===== src/rtl/rv32_barrel_hart_sched_if.sv =====
`default_nettype none
// ============================================================================
//  Module   : rv32_barrel_hart_sched_if
//  Purpose  : Signal bundle between the barrel hart scheduler and its
//             neighbours (execute redirect in, fetch/decode/writeback tags out)
//  Revision : 1.0  initial release
// ============================================================================
`ifndef XPR_LEN
`define XPR_LEN 32
`endif

interface rv32_barrel_hart_sched_if #(
  parameter int NUM_HARTS      = 8,
  parameter int HART_CNT_WIDTH = $clog2(NUM_HARTS)
);
  // Control and redirect inputs to the scheduler
  logic                      stall_i;
  logic [NUM_HARTS-1:0]      hart_en_i;
  logic                      redir_valid_i;
  logic [HART_CNT_WIDTH-1:0] redir_hart_i;
  logic [`XPR_LEN-1:0]       redir_pc_i;

  // Fetch slot and delayed hart tags from the scheduler
  logic                      fetch_valid_o;
  logic [HART_CNT_WIDTH-1:0] fetch_hart_o;
  logic [`XPR_LEN-1:0]       fetch_pc_o;
  logic                      dec_valid_o;
  logic [HART_CNT_WIDTH-1:0] dec_hart_o;
  logic                      wb_valid_o;
  logic [HART_CNT_WIDTH-1:0] wb_hart_o;

  // Scheduler side
  modport master (
    input  stall_i, hart_en_i, redir_valid_i, redir_hart_i, redir_pc_i,
    output fetch_valid_o, fetch_hart_o, fetch_pc_o,
           dec_valid_o, dec_hart_o, wb_valid_o, wb_hart_o
  );

  // Pipeline / environment side
  modport slave (
    output stall_i, hart_en_i, redir_valid_i, redir_hart_i, redir_pc_i,
    input  fetch_valid_o, fetch_hart_o, fetch_pc_o,
           dec_valid_o, dec_hart_o, wb_valid_o, wb_hart_o
  );
endinterface

`default_nettype wire


===== src/rtl/rv32_barrel_hart_sched.sv =====
`default_nettype none
// ============================================================================
//  Module   : rv32_barrel_hart_sched
//  Purpose  : Round-robin hart issue for the barrel core. One PC per hart,
//             one issue slot per cycle, delayed {valid,hart} tags for the
//             regfile read (decode) and write (writeback) hart selects.
//  Revision : 1.0  initial release
// ============================================================================
`ifndef XPR_LEN
`define XPR_LEN 32
`endif

module rv32_barrel_hart_sched #(
  parameter int                   NUM_HARTS      = 8,
  parameter int                   HART_CNT_WIDTH = $clog2(NUM_HARTS),
  parameter logic [`XPR_LEN-1:0]  RESET_PC       = 32'h0000_0000,
  parameter int                   DEC_LAT        = 1,
  parameter int                   WB_LAT         = 4
) (
  input  wire logic              clk,
  input  wire logic              rst,
  rv32_barrel_hart_sched_if.master bus
);

  localparam int XLEN = `XPR_LEN;

  // Parameter sanity: a hart must never have two instructions in flight,
  // which is what lets redirects skip any squash logic.
  generate
    if (NUM_HARTS < WB_LAT + 1) begin : g_chk_harts
      $error("rv32_barrel_hart_sched: NUM_HARTS must be >= WB_LAT+1");
    end
    if ((NUM_HARTS & (NUM_HARTS - 1)) != 0) begin : g_chk_pow2
      $error("rv32_barrel_hart_sched: NUM_HARTS must be a power of two");
    end
    if ((DEC_LAT < 1) || (DEC_LAT > WB_LAT - 1)) begin : g_chk_dec
      $error("rv32_barrel_hart_sched: DEC_LAT must be in 1..WB_LAT-1");
    end
  endgenerate

  logic [HART_CNT_WIDTH-1:0] cur_q, cur_d;
  logic [XLEN-1:0]           pc_q [NUM_HARTS];
  logic [XLEN-1:0]           pc_d [NUM_HARTS];
  logic                      fetch_valid_q;
  logic [HART_CNT_WIDTH-1:0] fetch_hart_q;
  logic [XLEN-1:0]           fetch_pc_q;
  logic                      tag_valid_q [WB_LAT];
  logic [HART_CNT_WIDTH-1:0] tag_hart_q  [WB_LAT];

  logic w_issue;
  logic w_unused;

  assign w_issue  = ~bus.stall_i;
  // Redirect targets are word aligned; the low two bits are dropped.
  assign w_unused = ^bus.redir_pc_i[1:0];

  // Next rotation slot, wrapping the last hart back to hart 0
  always_comb begin
    cur_d = (cur_q == HART_CNT_WIDTH'(NUM_HARTS - 1)) ? '0
                                                     : cur_q + HART_CNT_WIDTH'(1);
  end

  // Per-hart next PC: +4 on an enabled issue, redirect overrides it
  always_comb begin
    for (int h = 0; h < NUM_HARTS; h++) begin
      pc_d[h] = pc_q[h];
      if (w_issue && bus.hart_en_i[h] && (cur_q == HART_CNT_WIDTH'(h))) begin
        pc_d[h] = pc_q[h] + XLEN'(4);
      end
      if (bus.redir_valid_i && (bus.redir_hart_i == HART_CNT_WIDTH'(h))) begin
        pc_d[h] = {bus.redir_pc_i[XLEN-1:2], 2'b00};
      end
    end
  end

  // State update: PCs follow redirects even in stall; rotation, fetch slot
  // and tag pipeline only move on an issue cycle
  always_ff @(posedge clk) begin
    if (rst) begin
      cur_q         <= '0;
      fetch_valid_q <= 1'b0;
      fetch_hart_q  <= '0;
      fetch_pc_q    <= RESET_PC;
      for (int h = 0; h < NUM_HARTS; h++) begin
        pc_q[h] <= RESET_PC;
      end
      for (int k = 0; k < WB_LAT; k++) begin
        tag_valid_q[k] <= 1'b0;
        tag_hart_q[k]  <= '0;
      end
    end else begin
      for (int h = 0; h < NUM_HARTS; h++) begin
        pc_q[h] <= pc_d[h];
      end
      if (w_issue) begin
        cur_q          <= cur_d;
        fetch_hart_q   <= cur_q;
        fetch_pc_q     <= pc_q[cur_q];
        fetch_valid_q  <= bus.hart_en_i[cur_q];
        tag_valid_q[0] <= fetch_valid_q;
        tag_hart_q[0]  <= fetch_hart_q;
        for (int k = 1; k < WB_LAT; k++) begin
          tag_valid_q[k] <= tag_valid_q[k-1];
          tag_hart_q[k]  <= tag_hart_q[k-1];
        end
      end
    end
  end

  assign bus.fetch_valid_o = fetch_valid_q;
  assign bus.fetch_hart_o  = fetch_hart_q;
  assign bus.fetch_pc_o    = fetch_pc_q;
  assign bus.dec_valid_o   = tag_valid_q[DEC_LAT-1];
  assign bus.dec_hart_o    = tag_hart_q[DEC_LAT-1];
  assign bus.wb_valid_o    = tag_valid_q[WB_LAT-1];
  assign bus.wb_hart_o     = tag_hart_q[WB_LAT-1];

endmodule

`default_nettype wire


===== src/flat_wrapper.sv =====
// flat-port wrapper written by rule: the top's interface ports become plain ports
module rv32_barrel_hart_sched_flat 
#(
  parameter int                   NUM_HARTS      = 8,
  parameter int                   HART_CNT_WIDTH = $clog2(NUM_HARTS),
  parameter logic [`XPR_LEN-1:0]  RESET_PC       = 32'h0000_0000,
  parameter int                   DEC_LAT        = 1,
  parameter int                   WB_LAT         = 4
)
  (clk, rst, bus_stall_i, bus_hart_en_i, bus_redir_valid_i, bus_redir_hart_i, bus_redir_pc_i, bus_fetch_valid_o, bus_fetch_hart_o, bus_fetch_pc_o, bus_dec_valid_o, bus_dec_hart_o, bus_wb_valid_o, bus_wb_hart_o);
  rv32_barrel_hart_sched_if #(.NUM_HARTS(NUM_HARTS), .HART_CNT_WIDTH(HART_CNT_WIDTH)) bus_i ();
  input  wire logic clk;
  input  wire logic rst;
  input wire logic [$bits(bus_i.stall_i)-1:0] bus_stall_i;
  input wire logic [$bits(bus_i.hart_en_i)-1:0] bus_hart_en_i;
  input wire logic [$bits(bus_i.redir_valid_i)-1:0] bus_redir_valid_i;
  input wire logic [$bits(bus_i.redir_hart_i)-1:0] bus_redir_hart_i;
  input wire logic [$bits(bus_i.redir_pc_i)-1:0] bus_redir_pc_i;
  output wire logic [$bits(bus_i.fetch_valid_o)-1:0] bus_fetch_valid_o;
  output wire logic [$bits(bus_i.fetch_hart_o)-1:0] bus_fetch_hart_o;
  output wire logic [$bits(bus_i.fetch_pc_o)-1:0] bus_fetch_pc_o;
  output wire logic [$bits(bus_i.dec_valid_o)-1:0] bus_dec_valid_o;
  output wire logic [$bits(bus_i.dec_hart_o)-1:0] bus_dec_hart_o;
  output wire logic [$bits(bus_i.wb_valid_o)-1:0] bus_wb_valid_o;
  output wire logic [$bits(bus_i.wb_hart_o)-1:0] bus_wb_hart_o;
  assign bus_i.stall_i = bus_stall_i;
  assign bus_i.hart_en_i = bus_hart_en_i;
  assign bus_i.redir_valid_i = bus_redir_valid_i;
  assign bus_i.redir_hart_i = bus_redir_hart_i;
  assign bus_i.redir_pc_i = bus_redir_pc_i;
  assign bus_fetch_valid_o = bus_i.fetch_valid_o;
  assign bus_fetch_hart_o = bus_i.fetch_hart_o;
  assign bus_fetch_pc_o = bus_i.fetch_pc_o;
  assign bus_dec_valid_o = bus_i.dec_valid_o;
  assign bus_dec_hart_o = bus_i.dec_hart_o;
  assign bus_wb_valid_o = bus_i.wb_valid_o;
  assign bus_wb_hart_o = bus_i.wb_hart_o;
  rv32_barrel_hart_sched #(.NUM_HARTS(NUM_HARTS), .HART_CNT_WIDTH(HART_CNT_WIDTH), .RESET_PC(RESET_PC), .DEC_LAT(DEC_LAT), .WB_LAT(WB_LAT)) u_core (.clk(clk), .rst(rst), .bus(bus_i));
endmodule

===== config.mk =====
export PLATFORM = sky130hd
export DESIGN_NAME = rv32_barrel_hart_sched_flat
export DESIGN_NICKNAME = d
export VERILOG_FILES = /design/src/rtl/rv32_barrel_hart_sched_if.sv /design/src/rtl/rv32_barrel_hart_sched.sv /design/src/flat_wrapper.sv
export SDC_FILE = /design/constraint.sdc
export NUM_CORES = 1
export LEC_CHECK = 0
export BUFFER_PORTS_ARGS = -buffer_cell sky130_fd_sc_hd__buf_4
export CAP_MARGIN = 20
export CORE_UTILIZATION = 65
export DETAILED_ROUTE_END_ITERATION = 6
export GPL_ROUTABILITY_DRIVEN = 0
export PLACE_DENSITY = 0.95
export SLEW_MARGIN = 30
export SYNTH_ARGS = -nofsm -noshare
export SYNTH_HDL_FRONTEND = slang
export SYNTH_SLANG_ARGS = --single-unit

===== constraint.sdc =====
create_clock -name clk -period 8 [get_ports clk]
set_input_delay 1.2 -clock clk [delete_from_list [all_inputs] [get_ports clk]]
set_output_delay 1.2 -clock clk [all_outputs]
set_load 0.02 [all_outputs]

==> results.yml <==
global_routing:
  grt_overflow: 0
  grt_pass1_wl_um: 82250
  antenna_found_initial: 0
  grt_max_degree: 94
  grtUsageTotal_pct: 39.50
  grt_pass1_vias: 15550
clock_tree:
  cts_tree: "built"
  cts_buffers: 30
  clk_latency_ns: 0.57
  clockRootBuffer: "clkbuf_16"
  cts_max_level: 1
  postCtsSetupBuffers: 0
  clock_sinks: 293
  cts_buffer_depth: 3
  cts_hold_buffers: 0
  cts-resized-gates: 0
  path_clk_slew_ns: 0.06
power_and_ir_drop:
  leakagePower_uw: 0.005979
  powerDensity_mw_per_mm2: 188.5
  vdd_ir_drop_max_v: 0.0001797
  power_uw: 3472
cells_and_area:
  antenna_cells: 0
  drive_above_1_share_pct: 11.98
  final_core_utilization_pct: 73.16
  syn2layout_area_growth_pct: 10.10
  nets: 1974
  multi_input_area_mm2: 0.009987
  regArea_mm2: 0.006033
  final_cell_mix: "300 x nor2_1, 275 x dfxtp_1, 206 x a211oi_1, 159 x nand2_1, 107 x xnor2_1"
  fill_cells: 1643
  instances_no_fill: 2267
  layout_commonest_cell: "nor2_1"
die:
  initial_core_util_pct: 66.45
  rows: 58
  pin_count: 91
  die_w_um: 162.4
  die_area_mm2: 0.02639
  design.core.area_mm2: 0.02518
  die_height_um: 162.4
routing:
  routed_wl_um: 52220
  vias: 16360
  vias_per_cell: 7.217
  wl_per_cell_um: 23.04
  ant_nets: 0
  drc: 0
  drtIter0Drc: 2859
  firstDrtPassIters: 6
synthesis:
  synthFlopType: "dfxtp_1"
  syn_area_per_cell_um2: 8.581
  ys_seq_area_share_pct: 36.01
  syn_area_mm2: 0.01673
  synthArstFlopShare_pct: 0
  synthCells: 1950
  ys_types: 47
  synth-edff-count: 16
  ys_ff_latch: 293
  yosys_warnings: 0
sta:
  period_share_pct: 44.35
  max_freq_ghz: 0.2819
  timing.slew.headroom_pct: 29.76
  final-max-slew-violation-count: 0
  hold_violations: 0
  tightest_slew_ns: 1.044
  setup_violations: 0
  finalSetupTns_ns: 0
  clock_skew_ns: 0.01467
  rsz0062_at_grt: "no"
  fin_crit_ns: 3.548
  setup_ws_ns: 4.452
run:
  cap_violations: 0
critical_path:
  worstSetupPathType: "in -> reg"
  r2r_start: "u_core.cur_q[1]$_SDFFE_PP0N_"
  cpPeakStageDelay_ns: 1.00
  worst_ep_required_time_ns: 8.44
  ff2ff_setup_slack_ns: 4.71
  path_max_fanout: 85
  worstSetupStartpointType: "primary input"
  r2r-end: "u_core.pc_q[3][31]$_SDFFE_PP0P_"
  cp_cell_sequence: "buf_4, nand4bb_1, nor4_1, nand4_1, xor2_1, a211oi_1"
  crit_start: "bus_stall_i"
  cpMaxStageDelayCell: "nor4_1"
  worst_setup_path_end_kind: "register"
  critPathArrivalTime_ns: 3.99
  crit_path_end: "u_core.pc_q[2][21]$_SDFFE_PP0P_"
  worstRegToRegCells: 7
worst_hold_path:
  hold_path.class: "reg -> reg"
placement:
  place_inst: 2210
  preCtsSetupSlack_ns: 4.168
  io_buffer_count: 86
  hpwl_um: 34450
run_status:
  run_status: "completed"
==> cells in the mapped netlist, drive strengths merged, types with 2 or more instances <==
| master | number | share of area [%] |
|---|---|---|
| nor2 | 300 | 6.7 |
| dfxtp | 277 | 33 |
| a211oi | 207 | 9.3 |
| nand2 | 161 | 3.6 |
| clkbuf | 132 | 3.2 |
| xnor2 | 107 | 5.6 |
| xor2 | 101 | 5.3 |
| nand3 | 78 | 2.3 |
| nand4 | 68 | 2.6 |
| a21oi | 64 | 1.9 |
| mux4 | 62 | 8.3 |
| nor3 | 43 | 1.3 |
| nor4 | 40 | 1.5 |
| buf | 34 | 0.90 |
| inv | 33 | 0.74 |
| and4 | 32 | 1.7 |
| and2 | 27 | 1.0 |
| a311oi | 26 | 1.4 |
| o21ai | 26 | 0.78 |
| or3 | 23 | 0.86 |
| and3 | 18 | 0.67 |
| edfxtp | 16 | 2.9 |
| ha | 14 | 1.0 |
| mux2i | 11 | 0.66 |
| nor4b | 8 | 0.51 |
| or4 | 7 | 0.36 |
| nand2b | 5 | 0.19 |
| nor3b | 5 | 0.25 |
| nand3b | 4 | 0.18 |
| nor2b | 4 | 0.15 |
| and4b | 3 | 0.18 |
| nand4b | 3 | 0.16 |
| nand4bb | 3 | 0.20 |
| nor4bb | 2 | 0.12 |
| o31ai | 2 | 0.090 |
| or2 | 2 | 0.075 |
==> flip-flops by register name, indices dropped and copies added, names as in the netlist <==
name,flops
u_core.tag_valid_q,4
u_core.tag_hart_q,12
u_core.bus.fetch_pc_o,30
u_core.pc_q,240
u_core.cur_q,3
u_core.bus.fetch_valid_o,1
u_core.bus.fetch_hart_o,3
==> final cells by class <==
type / count / area share (%)
multi-input combinational: 1459 / 54.21
sequential: 293 / 32.75
clock buffer: 34 / 4.503
timing repair buffer: 96 / 4.102
tap: 330 / 2.241
clock inverter: 22 / 1.521
inverter: 33 / 0.6724
==> worst max-delay path: cells and delay by family <==
kind                   cells  cell delay, ns
AO/OA/AOI/OAI              1            0.32
AND/OR/NAND/NOR            3            1.84
buffers and inverters      1            0.38
XOR/XNOR                   1            0.21
==> how the worst min path moves through the flow <==
stage,endpoint,slack (ns),start,depth (start not counted)
after floorplan,u_core.pc_q[3][31]$_SDFFE_PP0P_,0.47,u_core.pc_q[3][31]$_SDFFE_PP0P_,2
after CTS,u_core.bus.fetch_pc_o[18]$_SDFFE_PP0N_,0.51,u_core.bus.fetch_pc_o[18]$_SDFFE_PP0N_,2
after global routing,u_core.bus.fetch_pc_o[2]$_SDFFE_PP0N_,0.54,u_core.bus.fetch_pc_o[2]$_SDFFE_PP0N_,2
final,u_core.bus.fetch_pc_o[18]$_SDFFE_PP0N_,0.50,u_core.bus.fetch_pc_o[18]$_SDFFE_PP0N_,2
after detailed placement,u_core.bus.fetch_pc_o[22]$_SDFFE_PP0N_,0.49,u_core.bus.fetch_pc_o[22]$_SDFFE_PP0N_,2
after global placement,u_core.bus.fetch_pc_o[12]$_SDFFE_PP0N_,0.47,u_core.bus.fetch_pc_o[12]$_SDFFE_PP0N_,2
==> routing by layer <==
| layer | wire [um] | vias up | global-route usage [%] |
|---|---|---|---|
| met3 | 6533 | 388 | 8.480 |
| met2 | 23260 | 1403 | 63.00 |
| met5 | 0 | - | 0 |
| met1 | 18350 | 7579 | 48.76 |
| li1 | - | 6990 | - |
| met4 | 4082 | 0 | 24.74 |
==> through the flow <==
stage / hold slack [ns] / cell area [um^2]
finish: 0.4972 / 18420
global route: 0.5389 / 18420
CTS: 0.5050 / 18380
detailed placement: 0.4898 / 17270
global placement: 0.4710 / 17220
floorplan: 0.4745 / 16740
==> power by group <==
part	internal [uW]	switching (uW)
Clock	941	632
Combinational	122	179
Sequential	1520	74.7
==> cell families after synthesis <==
| family | count (synthesis) | share of synthesized area [%] |
|---|---|---|
| buffers and inverters | 199 | 4.816 |
| AO/OA/AOI/OAI | 325 | 13.46 |
| AND/OR/NAND/NOR | 837 | 24.75 |
| other | 1 | 0.02241 |
| XOR/XNOR | 208 | 10.89 |
| multiplexers | 73 | 9.003 |
| flip-flops | 293 | 36.01 |
| adder cells (fa/ha/maj) | 14 | 1.047 |
Note: power is estimated with default switching activity, not from simulation.
